==> config.mk <==
export PLATFORM = sky130hd
export DESIGN_NAME = port_bus_sequencer_flat
export DESIGN_NICKNAME = d
export VERILOG_FILES = /design/src/rtl/port_bus_sequencer_if.sv /design/src/rtl/port_bus_sequencer.sv /design/src/flat_wrapper.sv
export SDC_FILE = /design/constraint.sdc
export NUM_CORES = 1
export LEC_CHECK = 0
export BUFFER_PORTS_ARGS = -buffer_cell sky130_fd_sc_hd__buf_4
export CORE_MARGIN = 10
export CORE_UTILIZATION = 56
export DETAILED_ROUTE_END_ITERATION = 16
export GPL_TIMING_DRIVEN = 0
export HOLD_SLACK_MARGIN = 0.12
export PLACE_DENSITY = 0.86
export REMOVE_ABC_BUFFERS = 1
export SYNTH_ARGS = -nofsm -noshare
export SYNTH_HDL_FRONTEND = slang
export SYNTH_SLANG_ARGS = --single-unit
==> constraint.sdc <==
create_clock -name clk -period 3.18 [get_ports clk]
set_input_delay 0.636 -clock clk [delete_from_list [all_inputs] [get_ports clk]]
set_output_delay 0.636 -clock clk [all_outputs]
set_load 0.03 [all_outputs]
==> src/rtl/port_bus_sequencer_if.sv <==
// Core-side request/response handshake plus the bidirectional bus drive/sample
// signals that feed the top-level tri-state.
interface port_bus_sequencer_if #(
  parameter int unsigned WIDTH = 8
);
  logic             req_valid;
  logic             req_ready;
  logic             req_write;
  logic [WIDTH-1:0] req_wdata;
  logic             rsp_valid;
  logic [WIDTH-1:0] rsp_rdata;
  logic             dir_to_port;
  logic [WIDTH-1:0] to_port;
  logic [WIDTH-1:0] from_port;
  logic             port_strobe;

  // Sequencer side
  modport slave (
    input  req_valid, req_write, req_wdata, from_port,
    output req_ready, rsp_valid, rsp_rdata, dir_to_port, to_port, port_strobe
  );

  // Core / bus side
  modport master (
    output req_valid, req_write, req_wdata, from_port,
    input  req_ready, rsp_valid, rsp_rdata, dir_to_port, to_port, port_strobe
  );
endinterface

==> src/rtl/port_bus_sequencer.sv <==
// Sequences single-beat reads/writes on a shared bidirectional port bus.
// Every read is followed by TURNAROUND idle cycles with the bus released so
// the core never drives while the external device may still be driving.
module port_bus_sequencer #(
  parameter int unsigned WIDTH         = 8,
  parameter int unsigned STROBE_CYCLES = 4,
  parameter int unsigned TURNAROUND    = 2
) (
  input logic                 clk,
  input logic                 reset,
  port_bus_sequencer_if.slave bus
);

  localparam logic [7:0] STROBE_RELOAD = 8'(STROBE_CYCLES - 1);
  localparam logic [3:0] TURN_RELOAD   = (TURNAROUND > 0) ? 4'(TURNAROUND - 1) : '0;

  typedef enum logic [2:0] {
    IDLE,
    W_SETUP,
    W_STROBE,
    W_HOLD,
    R_STROBE,
    R_RECOVER
  } state_t;

  state_t           state_q;
  logic [7:0]       strobe_cnt_q;
  logic [3:0]       turn_cnt_q;
  logic             req_ready_q;
  logic             rsp_valid_q;
  logic [WIDTH-1:0] rsp_rdata_q;
  logic             dir_q;
  logic [WIDTH-1:0] to_port_q;
  logic             strobe_q;

  // FSM with all outputs registered alongside the state
  always_ff @(posedge clk) begin
    if (reset) begin
      state_q      <= IDLE;
      strobe_cnt_q <= '0;
      turn_cnt_q   <= '0;
      req_ready_q  <= 1'b0;
      rsp_valid_q  <= 1'b0;
      rsp_rdata_q  <= '0;
      dir_q        <= 1'b0;
      to_port_q    <= '0;
      strobe_q     <= 1'b0;
    end else begin
      rsp_valid_q <= 1'b0;
      case (state_q)
        IDLE: begin
          if (bus.req_valid && req_ready_q) begin
            req_ready_q <= 1'b0;
            if (bus.req_write) begin
              state_q   <= W_SETUP;
              dir_q     <= 1'b1;
              to_port_q <= bus.req_wdata;
            end else begin
              state_q      <= R_STROBE;
              strobe_q     <= 1'b1;
              strobe_cnt_q <= STROBE_RELOAD;
            end
          end else begin
            req_ready_q <= 1'b1;
          end
        end
        W_SETUP: begin
          state_q      <= W_STROBE;
          strobe_q     <= 1'b1;
          strobe_cnt_q <= STROBE_RELOAD;
        end
        W_STROBE: begin
          if (strobe_cnt_q == '0) begin
            state_q  <= W_HOLD;
            strobe_q <= 1'b0;
          end else begin
            strobe_cnt_q <= strobe_cnt_q - 8'd1;
          end
        end
        W_HOLD: begin
          state_q     <= IDLE;
          dir_q       <= 1'b0;
          to_port_q   <= '0;
          rsp_valid_q <= 1'b1;
          rsp_rdata_q <= '0;
          req_ready_q <= 1'b1;
        end
        R_STROBE: begin
          if (strobe_cnt_q == '0) begin
            strobe_q    <= 1'b0;
            rsp_rdata_q <= bus.from_port;
            rsp_valid_q <= 1'b1;
            if (TURNAROUND > 0) begin
              state_q    <= R_RECOVER;
              turn_cnt_q <= TURN_RELOAD;
            end else begin
              state_q     <= IDLE;
              req_ready_q <= 1'b1;
            end
          end else begin
            strobe_cnt_q <= strobe_cnt_q - 8'd1;
          end
        end
        R_RECOVER: begin
          if (turn_cnt_q == '0) begin
            state_q     <= IDLE;
            req_ready_q <= 1'b1;
          end else begin
            turn_cnt_q <= turn_cnt_q - 4'd1;
          end
        end
        default: begin
          state_q     <= IDLE;
          dir_q       <= 1'b0;
          to_port_q   <= '0;
          strobe_q    <= 1'b0;
          req_ready_q <= 1'b0;
        end
      endcase
    end
  end

  assign bus.req_ready   = req_ready_q;
  assign bus.rsp_valid   = rsp_valid_q;
  assign bus.rsp_rdata   = rsp_rdata_q;
  assign bus.dir_to_port = dir_q;
  assign bus.to_port     = to_port_q;
  assign bus.port_strobe = strobe_q;

  // The core must never drive the bus while the device may be driving it
  dir_never_in_read: assert property (@(posedge clk) disable iff (reset)
    ((state_q == R_STROBE) || (state_q == R_RECOVER)) |-> !dir_q);

endmodule

==> src/flat_wrapper.sv <==
// flat-port wrapper written by rule: the top's interface ports become plain ports
module port_bus_sequencer_flat 
#(
  parameter int unsigned WIDTH         = 8,
  parameter int unsigned STROBE_CYCLES = 4,
  parameter int unsigned TURNAROUND    = 2
)
  (clk, reset, bus_req_valid, bus_req_write, bus_req_wdata, bus_from_port, bus_req_ready, bus_rsp_valid, bus_rsp_rdata, bus_dir_to_port, bus_to_port, bus_port_strobe);
  port_bus_sequencer_if #(.WIDTH(WIDTH)) bus_i ();
  input logic clk;
  input logic reset;
  input wire logic [$bits(bus_i.req_valid)-1:0] bus_req_valid;
  input wire logic [$bits(bus_i.req_write)-1:0] bus_req_write;
  input wire logic [$bits(bus_i.req_wdata)-1:0] bus_req_wdata;
  input wire logic [$bits(bus_i.from_port)-1:0] bus_from_port;
  output wire logic [$bits(bus_i.req_ready)-1:0] bus_req_ready;
  output wire logic [$bits(bus_i.rsp_valid)-1:0] bus_rsp_valid;
  output wire logic [$bits(bus_i.rsp_rdata)-1:0] bus_rsp_rdata;
  output wire logic [$bits(bus_i.dir_to_port)-1:0] bus_dir_to_port;
  output wire logic [$bits(bus_i.to_port)-1:0] bus_to_port;
  output wire logic [$bits(bus_i.port_strobe)-1:0] bus_port_strobe;
  assign bus_i.req_valid = bus_req_valid;
  assign bus_i.req_write = bus_req_write;
  assign bus_i.req_wdata = bus_req_wdata;
  assign bus_i.from_port = bus_from_port;
  assign bus_req_ready = bus_i.req_ready;
  assign bus_rsp_valid = bus_i.rsp_valid;
  assign bus_rsp_rdata = bus_i.rsp_rdata;
  assign bus_dir_to_port = bus_i.dir_to_port;
  assign bus_to_port = bus_i.to_port;
  assign bus_port_strobe = bus_i.port_strobe;
  port_bus_sequencer #(.WIDTH(WIDTH), .STROBE_CYCLES(STROBE_CYCLES), .TURNAROUND(TURNAROUND)) u_core (.clk(clk), .reset(reset), .bus(bus_i));
endmodule
==> out/results.ini, run 1 <==
[critical_path]
cp_cell_sequence=or3b_2 -> nor3_1 -> a311oi_1 -> a22o_1
ff2ff_setup_slack_ns=1.07
slowest_delay_ns=0.76
path_buf_inv=0
cp-end-kind=register
crit_family=compound AO/OA/AOI/OAI gates
critPathKind=register to register
start_kind=register
cp.required_ns=3.47
worstPathMaxFanout=20
worstRegToRegCells=4
reg2reg_to=u_core.bus.rsp_rdata[4]
r2r-start=u_core.state_q[0]
cp.arrival_ns=2.40
crit_slowest_cell=dfxtp_1

[placed_design]
portBuffers=39
dp_hpwl_um=2820
gp_congestion=0.814
dp_cells=229

[synthesis]
yosysSeqAreaShare_pct=43.6
syn_area_per_cell_um2=9.50
ys.flop_type=dfxtp_1
yosys_warnings=0
async_flop_share_pct=0
ys_types=43
synth_edf_count=0
syn_area_um2=1610
ys_seq_elements=35
synthCells=169

[grt]
grt_usage_pct=14.3
antenna_found_initial=0
grt-ovfl-total=0
grt_max_degree=24
grt_pass1_wl_um=6270
grt_pass1_vias=1425

[power]
p_clk_share_pct=23.6
leakagePower_nw=0.795
combPwrFrac_pct=34.7
p_sw_share_pct=36.8
p_int_mw=0.865
pwr-share-seq_pct=41.8
p_per_area_nw_per_um2=695
p_sw_mw=0.503
irDropWorstVdd_mv=0.684

[die]
start_util_pct=58.2
rows=19
design.core.area_um2=2760
die_h_um=73.5
dieArea_um2=5410
die_x_um=73.5
ios=40

[clocking]
path_clk_slew_ns=0.12
post_cts.repair.setup_buffers=0
cts_root_buffer=clkbuf_4
cts_tree=done
clkLatencyLatePin_ns=0.34
cts_sinks=35
cts_made_buffers=5
clockBufferDepth=2
cts_resized=0
htreeDepth=2
postCtsHoldBufs=0

[final_layout]
n_fill_cell=219
instances_no_fill=237
area_delta_synth_final_pct=22.7
n_antenna_cell=0
multi_input_area_um2=826
drive_above_1_share_pct=27.7
final-seq-area_um2=701
final_nets=229

[sta]
tightest_slew_ns=0.919
rsz0062_at_grt=no
setup_viol=0
drv_slew=0
timing.final.crit_share_pct=66.4
fin_skew_ns=0.00778
period_minus_slack_ns=2.11
hold_viol=0
max_freq_ghz=0.474
max-slew-margin-rel_pct=38.3
fin_tns_setup_ns=0

[min_path]
hold_path_class=input port to register
min_path_cells=2
hp-start=bus_from_port[3]
whs_endpoint=u_core.bus.rsp_rdata[3]

[route]
initialDrtViolationCount=42
route.detailed.drc=0
routed_wirelength_um=3760
dr.pass1.iters=5
num_vias=1450
postRouteAntennaNets=0
routedWlPerCell_um=15.9
viasPerCell=6.12

[status]
status=finished clean

[flow_run]
maxCapViolCount=0

[cell usage after synthesis (2+ instances only)]
library cell / n / area [um2]
nor2_1: 15 / 56.3
nor3b_1: 3 / 22.5
or4_4: 2 / 22.5
a21oi_1: 8 / 40.0
a311oi_1: 2 / 17.5
or3b_2: 2 / 17.5
nor3_1: 9 / 45.0
nand2b_1: 5 / 31.3
inv_1: 8 / 30.0
a22o_1: 8 / 70.1
a211oi_1: 5 / 37.5
a211o_1: 2 / 17.5
buf_2: 3 / 15.0
a31oi_1: 2 / 12.5
buf_1: 3 / 11.3
dfxtp_1: 35 / 701
nor4_1: 3 / 18.8
or2_2: 3 / 18.8
ha_1: 4 / 50.1
o21ai_0: 2 / 10.0
nand2_1: 2 / 7.51
xnor2_1: 5 / 43.8
o21a_1: 3 / 22.5
or4_1: 3 / 22.5
o31ai_1: 5 / 37.5
a22oi_1: 8 / 60.1
clkbuf_1: 3 / 11.3
[metal layers]
| metal | track usage (%) | routed length, um |
|---|---|---|
| met1 | 16.4 | 1540 |
| met2 | 22.9 | 1890 |
| met3 | 6.33 | 268 |
| met4 | 5.38 | 66 |
| met5 | 0 | 0 |
[worst max-delay path by stage]
stage	start	to	slack [ns]	cells after the start
after floorplan	u_core.strobe_cnt_q[0]	u_core.turn_cnt_q[1]	1.42	6
after global placement	u_core.state_q[0]	u_core.bus.rsp_rdata[4]	1.20	4
after detailed placement	u_core.state_q[0]	u_core.bus.rsp_rdata[5]	1.11	4
after CTS	u_core.state_q[0]	u_core.bus.rsp_rdata[2]	1.09	4
after global routing	u_core.state_q[0]	u_core.bus.rsp_rdata[2]	0.84	4
final	u_core.state_q[0]	u_core.bus.rsp_rdata[4]	1.07	4
[flip-flops by register name (all words and copies together), names as in the netlist]
signal and flops:
u_core.bus.dir_to_port 1, u_core.bus.port_strobe 1, u_core.bus.req_ready 1, u_core.bus.rsp_rdata 8, u_core.bus.rsp_valid 1, u_core.bus.to_port 8
u_core.state_q 3, u_core.strobe_cnt_q 8, u_core.turn_cnt_q 4
[layout by cell type, fill, tap and decap left out, drive strengths merged, types with 2 or more instances in the layout]
cell type / count
nor2: 15
o21ai: 2
clkbuf: 5
buf: 39
dfxtp: 35
a311oi: 2
clkinv: 2
ha: 4
a211o: 2
inv: 8
xnor2: 5
o21a: 3
nor3b: 3
nor4: 5
nand2: 2
o31ai: 5
a22oi: 8
or2: 3
a211oi: 5
a22o: 8
or3b: 2
or4: 5
nand2b: 5
nor3: 9
a21oi: 8
a31oi: 2
[area by class of cell]
| type | count | area share [%] |
|---|---|---|
| flip-flops and latches | 35 | 35.6 |
| inverters | 8 | 1.52 |
| well taps | 31 | 1.97 |
| clock buffers | 5 | 1.91 |
| repair buffers | 39 | 14.9 |
| multi-input cells | 116 | 41.9 |
| clock inverters | 3 | 2.22 |
[stage by stage]
stage | area (um2) | util, % | power, mW | setup WS [ns] | hold slack, ns
after floorplan | 1560 | - | 0.911 | 1.42 | 0.447
after global routing | 1970 | 71.4 | 1.46 | 0.842 | 0.482
after detailed placement | 1890 | 68.5 | 1.05 | 1.11 | 0.468
final | 1970 | 71.4 | 1.37 | 1.07 | 0.494
after global placement | 1890 | 68.5 | 1.02 | 1.20 | 0.463
after CTS | 1970 | 71.4 | 1.37 | 1.09 | 0.492
[cells by family (layout without fill, tap and decap cells)]
| group | after synthesis | in the layout | share of synthesized area (%) |
|---|---|---|---|
| AND/OR/NAND/NOR | 54 | 54 | 20.8 |
| AO/OA/AOI/OAI | 51 | 51 | 23.6 |
| flip-flops | 35 | 35 | 43.6 |
| buffers and inverters | 18 | 55 | 4.91 |
| XOR/XNOR | 6 | 6 | 3.27 |
| adder cells (fa/ha/maj) | 4 | 4 | 3.12 |
| multiplexers | 1 | 1 | 0.624 |
[power groups by stage]
| stage | clock [mW] | sequential [mW] | combinational, mW |
|---|---|---|---|
| 2_1_floorplan | 0 | 0.612 | 0.299 |
| 4_1_cts | 0.326 | 0.570 | 0.473 |
| 5_1_grt | 0.345 | 0.582 | 0.532 |
| 3_3_place_gp | 0 | 0.572 | 0.451 |
| 6_report | 0.322 | 0.571 | 0.475 |
| 3_5_place_dp | 0 | 0.579 | 0.470 |
(Power assumes the default switching activity.)
==> inputs of run 2 (changes only) <==
Settings changed: CORE_UTILIZATION 56 to 47, PLACE_DENSITY 0.86 to 0.78.
Clock period 3.18 ns to 1.8 ns, I/O delays scaled along.
==> run 2 against run 1 <==
  * Wire length increased by 7.8%
  * Sequential share of layout area is 1.3 points lower
  * Via count is 2.5% higher
  * Critical path type unchanged
==> out/results.ini, run 2 (same netlist as run 1, synthesis figures left out) <==
[status]
status=finished clean

[min_path]
hold_path_class=input port to register

[critical_path]
crit_slowest_cell=or4_4
cp.arrival_ns=2.02  ; -0.38 ns
slowest_delay_ns=0.58  ; -0.18 ns
critPathMostFrequentCell=or4_4
cp-end-kind=register
worstPathMaxFanout=7  ; -65%
critPathKind=register to register
cp_cell_sequence=or4_4 -> or4_4 -> nand4_1 -> o31ai_1
cp.required_ns=2.04  ; -1.43 ns
start_kind=register

[final_layout]
n_fill_cell=287  ; +31%
mostFrequentLayoutCells=buf_4, dfxtp_1, nor2_1
final_nets=235  ; +2.6%
final_common_cell=buf_4
n_antenna_cell=0  ; unchanged
area_delta_synth_final_pct=30.3
drive_above_1_share_pct=38.2  ; +11 points
instances_no_fill=258  ; +8.9%
final_util_pct=63.2  ; -8.2 points

[sta]
period_minus_slack_ns=1.79  ; -0.324 ns
hold_ws_ns=0.218  ; -0.276 ns
setup_viol=0  ; unchanged
tightest_slew_ns=0.585  ; -0.333 ns
max-slew-margin-rel_pct=61.0  ; +23 points
timing.final.crit_share_pct=99.3  ; +33 points
hold_viol=0  ; unchanged
max_freq_ghz=0.560  ; +18%
rsz0062_at_grt=yes
fin_skew_ns=0.00559  ; -0.00220 ns
drv_slew=0  ; unchanged
fin_tns_setup_ns=0  ; unchanged

[route]
wl_met1_um=1640  ; +6.9%
viasPerCell=5.76  ; -5.9%
wl_met3_um=206  ; -23%
routed_wirelength_um=4050  ; +7.8%
met2_length_um=2150  ; +14%
postRouteAntennaNets=0  ; unchanged
dr.pass1.iters=5  ; unchanged
num_vias=1486  ; +2.5%
route.detailed.drc=0  ; unchanged
highest_layer=met4
initialDrtViolationCount=125  ; +200%
routedWlPerCell_um=15.7  ; -1.0%

[die]
die_h_um=78.4  ; +6.7%
start_util_pct=48.5  ; -9.7 points
die_x_um=78.4  ; +6.7%
dieArea_um2=6150  ; +14%
ios=40  ; unchanged
design.core.area_um2=3310  ; +20%
rows=21  ; +2

[clocking]
clockBufferDepth=2  ; unchanged
cts_root_buffer=clkbuf_4
cts_tree=done
cts_sinks=35  ; unchanged
path_clk_slew_ns=0.11  ; about the same
postCtsHoldBufs=0  ; unchanged
htreeDepth=2  ; unchanged
clkLatencyLatePin_ns=0.34  ; about the same
cts_made_buffers=5  ; unchanged

[grt]
antenna_found_initial=0  ; unchanged
grt_pass1_wl_um=6620  ; +5.5%
grt-ovfl-total=0  ; unchanged
grt_usage_pct=12.9  ; -1.4 points
grt_max_degree=24  ; unchanged
grt_pass1_vias=1430  ; +0.35%

[power]
irDropWorstVdd_mv=0.542  ; -21%
total_power_mw=2.45  ; +79%
p_per_area_nw_per_um2=1170  ; +68%
leakagePower_nw=0.826  ; +3.9%

[placed_design]
dp_cells=244  ; +6.6%
dp_hpwl_um=2900  ; +3.0%
portBuffers=39  ; unchanged
gp_congestion=0.817  ; +0.32%

[flow_run]
maxCapViolCount=0  ; unchanged

## run 2: report_power, final
group | leakage (nW) | total (mW) | switching (mW) | internal, mW
combinational | 0.510 | 1.00 | 0.550 | 0.454
sequential | 0.288 | 1.02 | 0.140 | 0.883
clock | 0.0282 | 0.421 | 0.270 | 0.151
## run 2: layer usage
metal / up-vias / GRT usage [%]
li1: 717 / -
met1: 720 / 14.1
met2: 44 / 22.6
met3: 5 / 4.10
met4: 0 / 5.38
met5: - / 0
## run 2: layout make-up
cell class	count	area (um2)	area share, %
well taps	46	57.6	2.75
flip-flops and latches	35	717	34.3
clock inverters	2	12.5	0.598
inverters	8	30.0	1.44
repair buffers	45	338	16.1
clock buffers	6	41.3	1.97
multi-input cells	116	896	42.8
## run 2: final timing paths
check / start / endpoint / slack [ns] / cells after the start
hold reg to reg: u_core.bus.dir_to_port / u_core.bus.dir_to_port / 0.50 / 2
setup reg to reg: u_core.strobe_cnt_q[3] / u_core.turn_cnt_q[1] / 0.01 / 4
hold / removal: bus_from_port[7] / u_core.bus.rsp_rdata[7] / 0.22 / 2
setup / recovery: u_core.strobe_cnt_q[3] / u_core.turn_cnt_q[1] / 0.01 / 4
## run 2: timing repair
action                     in CTS  in global routing
pin swaps                       6                  7
gates resized for setup        13                 12
setup buffers                   3                  3
setup endpoints to repair      27                 12
## run 2: worst max-delay path, delay by kind of cell (launching register included)
family,cells,cell delay (ns)
DFF,1,0.39
and+or+nand+nor,3,1.23
AOI/OAI and AO/OA,1,0.07
## run 2: metrics by stage
stage                     instance area (um2)  setup slack, ns
after floorplan                          1560           0.0407
after global placement                   1910           -0.210
after detailed placement                 1910           -0.334
after CTS                                2030          0.00352
after global routing                     2090          -0.0292
final                                    2090           0.0135
==> inputs of run 3 (changes only) <==
Settings changed: CORE_UTILIZATION 47 to 49, CTS_BUF_LIST set to sky130_fd_sc_hd__clkbuf_4 sky130_fd_sc_hd__clkbuf_8, PLACE_DENSITY 0.78 to 0.8.
==> run 3 against run 2 <==
  * First-iteration DRC count fell by 27%
  * Hold slack got worse by 0.013 ns
  * Setup slack improved by 0.028 ns
  * Sequential cell count did not move
  * Largest cell class unchanged
==> out/results.ini, run 3 (same netlist as run 1, synthesis figures left out) <==
[clocking]
clockBufferDepth=2  ; unchanged
cts_tree=done
htreeDepth=2  ; unchanged
cts_root_buffer=clkbuf_4
path_clk_slew_ns=0.12  ; about the same
postCtsHoldBufs=0  ; unchanged
cts_made_buffers=5  ; unchanged
cts_sinks=35  ; unchanged
clkLatencyLatePin_ns=0.35  ; about the same

[final_layout]
n_fill_cell=255  ; -11%
final-seq-area_um2=719  ; +0.35%
drive_above_1_share_pct=37.7  ; -0.47 points
instances_no_fill=256  ; -0.78%
mostFrequentLayoutCells=buf_4, dfxtp_1, nor2_1
final_area_um2=2100  ; +0.24%
multi_input_area_um2=897  ; +0.14%
area_delta_synth_final_pct=30.6
final_nets=235  ; unchanged
n_antenna_cell=0  ; unchanged
final_common_cell=buf_4

[power]
pwr-share-seq_pct=41.3  ; -0.5 points
p_int_mw=1.50  ; +0.89%
leakagePower_nw=0.827  ; +0.13%
p_per_area_nw_per_um2=1180  ; +0.80%
p_clk_share_pct=17.3  ; about the same
p_sw_mw=0.973  ; +1.3%
combPwrFrac_pct=41.4  ; +0.4 points
irDropWorstVdd_mv=0.703  ; +30%
total_power_mw=2.47  ; +1.0%
p_sw_share_pct=39.3  ; +0.093 points

[critical_path]
r2r-start=u_core.strobe_cnt_q[3]
cp.arrival_ns=2.00  ; -0.02 ns
slowest_delay_ns=0.58  ; about the same
critPathKind=register to register
cp.required_ns=2.04  ; about the same
start_kind=register
cp_cell_sequence=or4_4 -> or4_4 -> nand4_1 -> o31ai_1
cp-end-kind=register
worstPathMaxFanout=4  ; -3
crit_start=u_core.strobe_cnt_q[3]
crit_slowest_cell=or4_4
critPathMostFrequentCell=or4_4

[placed_design]
placed_area_um2=1900  ; -0.13%
gp_congestion=0.760  ; -6.9%
dp_cells=242  ; -0.82%
portBuffers=39  ; unchanged
dp_hpwl_um=2920  ; +0.39%

[die]
die_x_um=77.2  ; -1.5%
die_h_um=77.2  ; -1.5%
rows=20  ; -4.8%
design.core.area_um2=3100  ; -6.3%
start_util_pct=51.7  ; +3.2 points
dieArea_um2=5970  ; -3.0%
ios=40  ; unchanged

[route]
postRouteAntennaNets=0  ; unchanged
initialDrtViolationCount=91  ; -27%
route.detailed.drc=0  ; unchanged
routedWlPerCell_um=15.8  ; +0.51%
routed_wirelength_um=4040  ; -0.27%
num_vias=1449  ; -2.5%
viasPerCell=5.66  ; -1.7%
dr.pass1.iters=4  ; -1

[grt]
antenna_found_initial=0  ; unchanged
grt_pass1_wl_um=6510  ; -1.6%
grt_pass1_vias=1463  ; +2.3%
grt-ovfl-total=0  ; unchanged
grt_usage_pct=13.2  ; +0.30 points
grt_max_degree=24  ; unchanged

[sta]
timing.final.crit_share_pct=97.7  ; -1.5 points
hold_viol=0  ; unchanged
hold_ws_ns=0.205  ; -0.0135 ns
setup_viol=0  ; unchanged
max_freq_ghz=0.569  ; +1.6%
period_minus_slack_ns=1.76  ; -0.0279 ns
tightest_slew_ns=0.594  ; +0.00811 ns
drv_slew=0  ; unchanged
fin_skew_ns=0.0185  ; +0.0129 ns
max-slew-margin-rel_pct=60.4  ; -0.54 points

[flow_run]
maxCapViolCount=0  ; unchanged

[status]
status=finished clean

[min_path]
hp-start=bus_from_port[1]
hold_path_class=input port to register

==> run 3: path summary, 6_finish.rpt <==
kind              slack, ns                 endpoint  cells after the start
setup reg to reg       0.04     u_core.turn_cnt_q[1]                      4
setup / recovery       0.04     u_core.turn_cnt_q[1]                      4
hold / removal         0.20  u_core.bus.rsp_rdata[1]                      2
hold reg to reg        0.50     u_core.turn_cnt_q[1]                      2
==> run 3: area by class of cell <==
type	instances	area share [%]
clock buffers	5	1.79
clock inverters	3	0.955
inverters	8	1.43
multi-input cells	116	42.8
flip-flops and latches	35	34.3
well taps	44	2.63
repair buffers	45	16.1
==> run 3: per-layer routing <==
| metal | part of all wire (%) | track usage (%) | vias up |
|---|---|---|---|
| met4 | 4.2 | 7.48 | 0 |
| met5 | 0 | 0 | - |
| met3 | 6.0 | 5.36 | 17 |
| met2 | 49 | 21.6 | 39 |
| met1 | 41 | 14.1 | 674 |
| li1 | - | - | 719 |
==> run 3: repair_timing <==
| item | CTS | global route |
|---|---|---|
| setup buffers | 2 | 4 |
| setup endpoints to repair | 29 | 20 |
| resized for setup | 13 | 13 |
| pin swaps | 2 | 5 |
==> run 3: power groups by stage <==
stage               sequential [mW]  clock [mW]  combinational, mW
floorplan                      1.08           0              0.528
CTS                            1.01       0.437              0.922
global placement               1.01           0              0.796
global route                   1.04       0.470               1.11
detailed placement             1.02           0              0.836
finish                         1.02       0.427               1.02
==> run 3: through the flow <==
stage | util [%] | TNS (ns) | setup WS, ns
CTS | 65.4 | 0 | 0.0112
detailed placement | 61.4 | -3.89 | -0.288
global route | 67.6 | -0.00494 | -0.00494
global placement | 61.4 | -1.60 | -0.178
finish | 67.6 | 0 | 0.0414
floorplan | - | 0 | 0.0407
==> run 3: critical path: cells and delay by family (launching register included) <==
kind / cells / cell delay (ns)
DFF: 1 / 0.37
and+or+nand+nor: 3 / 1.22
AOI/OAI and AO/OA: 1 / 0.06
